===== config.mk =====
export PLATFORM = sky130hd
export DESIGN_NAME = front_panel_sw
export DESIGN_NICKNAME = d
export VERILOG_FILES = /design/src/rtl/front_panel_sw_pkg.sv /design/src/rtl/front_panel_sw_debounce_bit.sv /design/src/rtl/front_panel_sw.sv
export SDC_FILE = /design/constraint.sdc
export NUM_CORES = 1
export LEC_CHECK = 0
export CORE_MARGIN = 2
export CORE_UTILIZATION = 60
export DETAILED_ROUTE_END_ITERATION = 8
export PLACE_DENSITY = 0.82
export SKIP_CTS_REPAIR_TIMING = 1
export SYNTH_ARGS = -nofsm -noshare
export SYNTH_HDL_FRONTEND = slang
export SYNTH_HIERARCHICAL = 1
export SYNTH_SLANG_ARGS = --single-unit

===== constraint.sdc =====
create_clock -name clk -period 7.41 [get_ports clk]
set_input_delay 1.1115 -clock clk [delete_from_list [all_inputs] [get_ports clk]]
set_output_delay 1.1115 -clock clk [all_outputs]
set_load 0.01 [all_outputs]

===== src/rtl/front_panel_sw_pkg.sv =====
// Shared constants for the front-panel switch conditioner.
//
// Contents:
//   FP_NSW       width of the panel switch word
//   FP_TICK_DIV  default clk cycles per debounce sample tick
//   FP_STABLE    default number of equal samples needed to accept a level
//   FP_SWR_ADDR  iopage address of the console switch register fed by this block
package front_panel_sw_pkg;

  localparam int          FP_NSW      = 16;
  localparam int          FP_TICK_DIV = 50000;
  localparam int          FP_STABLE   = 4;
  localparam logic [12:0] FP_SWR_ADDR = 13'o17570;

endpackage


===== src/rtl/front_panel_sw_debounce_bit.sv =====
// sw_debounce_bit: conditioner for one raw panel switch.
//
// Brings the asynchronous switch into the clk domain with a two-flop
// synchroniser, shifts the synchronised level into a STABLE-deep history on
// every sample strobe, and updates the debounced level only when the whole
// history agrees. A mixed history leaves the level unchanged.
//
// Ports:
//   clk     in  system clock
//   reset   in  asynchronous reset, active low
//   raw     in  raw switch, asynchronous and bouncy
//   sample  in  one-cycle sample strobe from the shared prescaler
//   level   out registered debounced level
module sw_debounce_bit
  import front_panel_sw_pkg::*;
#(
  parameter int STABLE = FP_STABLE
) (
  input  logic clk,
  input  logic reset,
  input  logic raw,
  input  logic sample,
  output logic level
);

  logic              sync_a;
  logic              sync_b;
  logic [STABLE-1:0] hist;
  logic [STABLE-1:0] hist_next;

  // The decision looks at the history including the sample being taken now,
  // so a level is accepted on the STABLE-th agreeing tick, not one tick later.
  always_comb begin
    hist_next = {hist[STABLE-2:0], sync_b};
  end

  always_ff @(posedge clk or negedge reset) begin
    if (!reset) begin
      sync_a <= 1'b0;
      sync_b <= 1'b0;
      hist   <= '0;
      level  <= 1'b0;
    end else begin
      sync_a <= raw;
      sync_b <= sync_a;
      if (sample) begin
        hist <= hist_next;
        if (&hist_next) begin
          level <= 1'b1;
        end else if (~|hist_next) begin
          level <= 1'b0;
        end
      end
    end
  end

endmodule


===== src/rtl/front_panel_sw.sv =====
// front_panel_sw: front-panel switch conditioner feeding the console switch
// register at iopage FP_SWR_ADDR.
//
// A shared prescaler produces a sample tick every TICK_DIV clocks. Each of the
// NSW switches is synchronised and debounced independently by sw_debounce_bit.
// The resulting word drives `switches`; sw_changed pulses in the first cycle
// `switches` shows a new value.
//
// Optional feature (macro FP_SW_OVERRIDE_EN): software override of the switch
// word. ovr_wr loads ovr_data and puts the override in force (it wins over
// ovr_clr in the same cycle); ovr_clr returns to the debounced word. The
// debouncers keep running while the override is in force.
//
// Ports:
//   clk         in  system clock
//   reset       in  asynchronous reset, active low
//   sw_raw      in  raw panel switches (NSW)
//   switches    out debounced / overridden switch word (NSW)
//   sw_changed  out one-cycle pulse when switches takes a new value
//   tick        out one-cycle pulse at each sample tick
//   ovr_wr      in  (FP_SW_OVERRIDE_EN) load override word
//   ovr_data    in  (FP_SW_OVERRIDE_EN) override word (NSW)
//   ovr_clr     in  (FP_SW_OVERRIDE_EN) release override
//   ovr_active  out (FP_SW_OVERRIDE_EN) override in force
module front_panel_sw
  import front_panel_sw_pkg::*;
#(
  parameter int NSW      = FP_NSW,
  parameter int TICK_DIV = FP_TICK_DIV,
  parameter int STABLE   = FP_STABLE
) (
  input  logic           clk,
  input  logic           reset,
  input  logic [NSW-1:0] sw_raw,
  output logic [NSW-1:0] switches,
  output logic           sw_changed,
  output logic           tick
`ifdef FP_SW_OVERRIDE_EN
  ,
  input  logic           ovr_wr,
  input  logic [NSW-1:0] ovr_data,
  input  logic           ovr_clr,
  output logic           ovr_active
`endif
);

  localparam int CW = (TICK_DIV > 1) ? $clog2(TICK_DIV) : 1;

  logic [CW-1:0]  div_cnt;
  logic [NSW-1:0] deb_word;
  logic [NSW-1:0] last_word;

  assign tick = (div_cnt == CW'(TICK_DIV - 1));

  always_ff @(posedge clk or negedge reset) begin
    if (!reset) begin
      div_cnt <= '0;
    end else if (tick) begin
      div_cnt <= '0;
    end else begin
      div_cnt <= div_cnt + CW'(1);
    end
  end

  for (genvar i = 0; i < NSW; i++) begin : g_bit
    sw_debounce_bit #(
      .STABLE (STABLE)
    ) u_bit (
      .clk    (clk),
      .reset  (reset),
      .raw    (sw_raw[i]),
      .sample (tick),
      .level  (deb_word[i])
    );
  end

`ifdef FP_SW_OVERRIDE_EN
  logic           ovr_on;
  logic [NSW-1:0] ovr_word;

  always_ff @(posedge clk or negedge reset) begin
    if (!reset) begin
      ovr_on   <= 1'b0;
      ovr_word <= '0;
    end else if (ovr_wr) begin
      ovr_on   <= 1'b1;
      ovr_word <= ovr_data;
    end else if (ovr_clr) begin
      ovr_on   <= 1'b0;
    end
  end

  assign switches   = ovr_on ? ovr_word : deb_word;
  assign ovr_active = ovr_on;
`else
  assign switches = deb_word;
`endif

  // Remember what was presented last cycle; both copies clear together on
  // reset, so neither reset entry nor release produces a change pulse.
  always_ff @(posedge clk or negedge reset) begin
    if (!reset) begin
      last_word <= '0;
    end else begin
      last_word <= switches;
    end
  end

  assign sw_changed = (switches != last_word);

endmodule


==> impl_metrics.csv <==
group,metric,value,unit
route,drt_pre_antenna_iters,4,
route,route.detailed.drc,0,
yosys,synth_area,0.004787,sq mm
clocking,cts_sink_cnt,128,
global_route,antenna_found_initial,0,
worst_setup_path,critical_path_arrival,2.38,ns
timing,layout_worst_path_cycle_share,47.17,%
clocking,cts_inserted_buffers,17,
cells_and_area,layout-area-overhead-vs-synth,22.27,%
die,core_area,0.007727,sq mm
cells_and_area,layout_commonest_cell,"sky130_fd_sc_hd__dfrtp_1",
timing,finalSetupTns,0,ns
route,detail_route.wl_per_cell,18.33,um
die,floorplan.io_pins,36,
timing,final-setup-viol-count,0,
yosys,yosys.cell_types.count,26,
timing,max_clock_freq,286.1,MHz
route,via_per_inst,5.845,
cells_and_area,finish.net_count,376,
placement,detailed_place_hpwl,4900,um
timing,tightest_slew,1.051,ns
yosys,synth_largest_type_area_fraction,66.91,%
worst_setup_path,crit_path_max_fanout,7,
cells_and_area,mostFrequentLayoutCells,"sky130_fd_sc_hd__dfrtp_1 (128), sky130_fd_sc_hd__mux2_2 (48), sky130_fd_sc_hd__clkdlybuf4s50_1 (34)",
clocking,clock_tree.root_cell,"sky130_fd_sc_hd__clkbuf_8",
worst_setup_path,criticalPathCategory,"reg2out",
die,fp.dieArea,0.008709,sq mm
worst_hold_path,min-delay-path-class,"reg2reg",
power,sequential_power_share,46.6,%
cells_and_area,final-instance-count-excl-fill,472,
worst_setup_path,start_kind,"flop",
worst_setup_path,required_worst_endpoint,6.30,ns
power,share_comb_of_total_power,1.4,%
global_route,gr-usage-all-layers,22.95,%
power,cellLeakagePower,0.002973,uW
yosys,synth_cells,301,
global_route,largest_net_degree_at_the_start_of_global_routing,88,
timing,minimum_period_implied_by_the_final_worst_setup_slack,3.495,ns
job,max_cap_viol_count,0,
route,drt_wl_total,8654,um
clocking,clkSlewWorstSetupHoldPaths,0.06,ns
die,fp.dieW,93.32,um
yosys,post_synth_net_total,320,
global_route,grt_first_pass_wirelength,15100,um
yosys,synth_top_cells_by_area,"sky130_fd_sc_hd__dfrtp_1 (67%), sky130_fd_sc_hd__mux2_2 (11%), sky130_fd_sc_hd__xor2_1 (4.4%)",
yosys,yosysTopAreaCell,"sky130_fd_sc_hd__dfrtp_1",
power,power.switching,330.4,uW
clocking,ctsLongestPathBuffers,2,
placement,post-place-cells,440,
power,power.ir.vdd_worst,0.0001535,V
power,internal-power,1198,uW
yosys,synth_area_per_cell,15.90,sq um
power,sw_frac_of_total,21.62,%
die,dieHeight,93.32,um
timing,post_route_clock_skew,0.007672,ns
timing,rsz_0062_raised_after_global_routing,"no",
yosys,synth_seq_area_share,66.91,%
clocking,cts.htree.levels,4,
timing,report.final.slew_viol_count,0,
clocking,latest_clock_arrival_within_the_worst_skew_pair,0.50,ns
power,p_clk_share,51.9,%
global_route,grt.overflow.total,0,
die,start_util,61.95,%
worst_setup_path,worst_setup_path_end_kind,"output pin",
yosys,yosys_register_bits,128,
cells_and_area,final_layout_size_suffix_gt1_share,24.86,%
outcome,outcome,"completed",
route,num_vias,2759,
route,route.antenna.remaining_nets,0,
clocking,cts_tree,"yes",
route,detailed_route_iter0_violations,173,
cells_and_area,insertedDiodeCount,0,
global_route,vias_in_the_first_global_route,2969,
yosys,number_of_synthesis_warnings,6,
timing,final_hold_violations,0,
timing,timing.slew.headroom,29.92,%
placement,port-buffer-count,35,
power,pwr_density_cell,261.1,mW/mm^2
die,std_cell_rows,32,
placement,place_congestion,0.7841,
==> flip-flops by register name, indices dropped and copies added (netlist names) <==
| signal | count |
|---|---|
| g_bit.u_bit/sync_b | 16 |
| g_bit.u_bit/sync_a | 16 |
| g_bit.u_bit/level | 16 |
| last_word | 16 |
| g_bit.u_bit/hist | 48 |
| div_cnt | 16 |
==> power by group through the flow <==
stage               Combinational (uW)  Clock (uW)  Sequential, uW
floorplan                        0.186           0             723
global placement                  22.2           0             725
detailed placement                23.0           0             725
CTS                               23.1         807             713
global route                      25.6         847             713
finish                            21.9         794             713
==> metrics by stage <==
stage	util [%]	worst slack, ns	power (uW)	hold slack (ns)	area (sq um)
CTS	75.74	3.938	1543	0.3500	5853
detailed placement	68.31	4.493	748.1	0.3356	5279
global placement	68.31	4.574	746.8	0.3325	5279
floorplan	-	3.640	723.7	0.3312	4787
finish	75.74	3.915	1528	0.3461	5853
global route	75.74	3.785	1586	0.3550	5853
==> routing by layer <==
layer / vias to the layer above / global-route usage [%] / wire length, um
met1: 1452 / 30.56 / 3852
met3: 6 / 7.010 / 299
met2: 52 / 36.27 / 4416
li1: 1249 / - / -
met4: 0 / 7.966 / 85
met5: - / 0 / 0
==> Yosys cell counts, drive strengths merged <==
cell and n:
xnor2 5, a22o 16, dfrtp 128, mux2 48, nor2 11, nor4 10
nor2b 1, o21ai 2, xor2 24, nand3 4, nand2 3, nand4 5
and3 2, a41o 16, or4b 16, nor3 3, a21oi 1, and4bb 1
ha 1, nand4b 1, inv 3
==> critical path, stage by stage (launching register included) <==
cell and delay (ns):
sky130_fd_sc_hd__dfrtp_1 0.44, sky130_fd_sc_hd__ha_1 0.26, sky130_fd_sc_hd__nand3_4 0.16, sky130_fd_sc_hd__nor4_1 0.26
sky130_fd_sc_hd__and3_2 0.24, sky130_fd_sc_hd__clkdlybuf4s50_1 0.53
==> layout make-up <==
type                       count  area [sq um]
tap                          102         127.6
sequential                   128          3203
inverter                       3         11.26
timing repair buffer          37         362.8
fill                         443          1874
clock buffer                  17         414.1
multi-input combinational    170          1574
clock inverter                15         160.2
==> cells by family after synthesis <==
kind of cell | count (synthesis) | share of synthesized area (%)
flops | 128 | 66.91
simple gates | 57 | 9.409
mux | 48 | 11.29
compound gates | 35 | 6.586
xor+xnor | 29 | 5.306
buf+inv | 3 | 0.2352
fa+ha+maj | 1 | 0.2613
==> path summary, 6_finish.rpt <==
check / start / slack, ns / cells after the start / end
max in group asynchronous: reset / 5.38 / 2 / g_bit[8].u_bit/hist[1]
max: div_cnt[0] / 3.91 / 5 / tick
min in group asynchronous: reset / 0.58 / 1 / div_cnt[6]
min: g_bit[10].u_bit/sync_a / 0.35 / 0 / g_bit[10].u_bit/sync_b
min reg2reg: g_bit[10].u_bit/sync_a / 0.35 / 0 / g_bit[10].u_bit/sync_b
max reg2reg: div_cnt[0] / 4.46 / 7 / g_bit[13].u_bit/level
No activity file was read; power rests on OpenSTA's default activity.
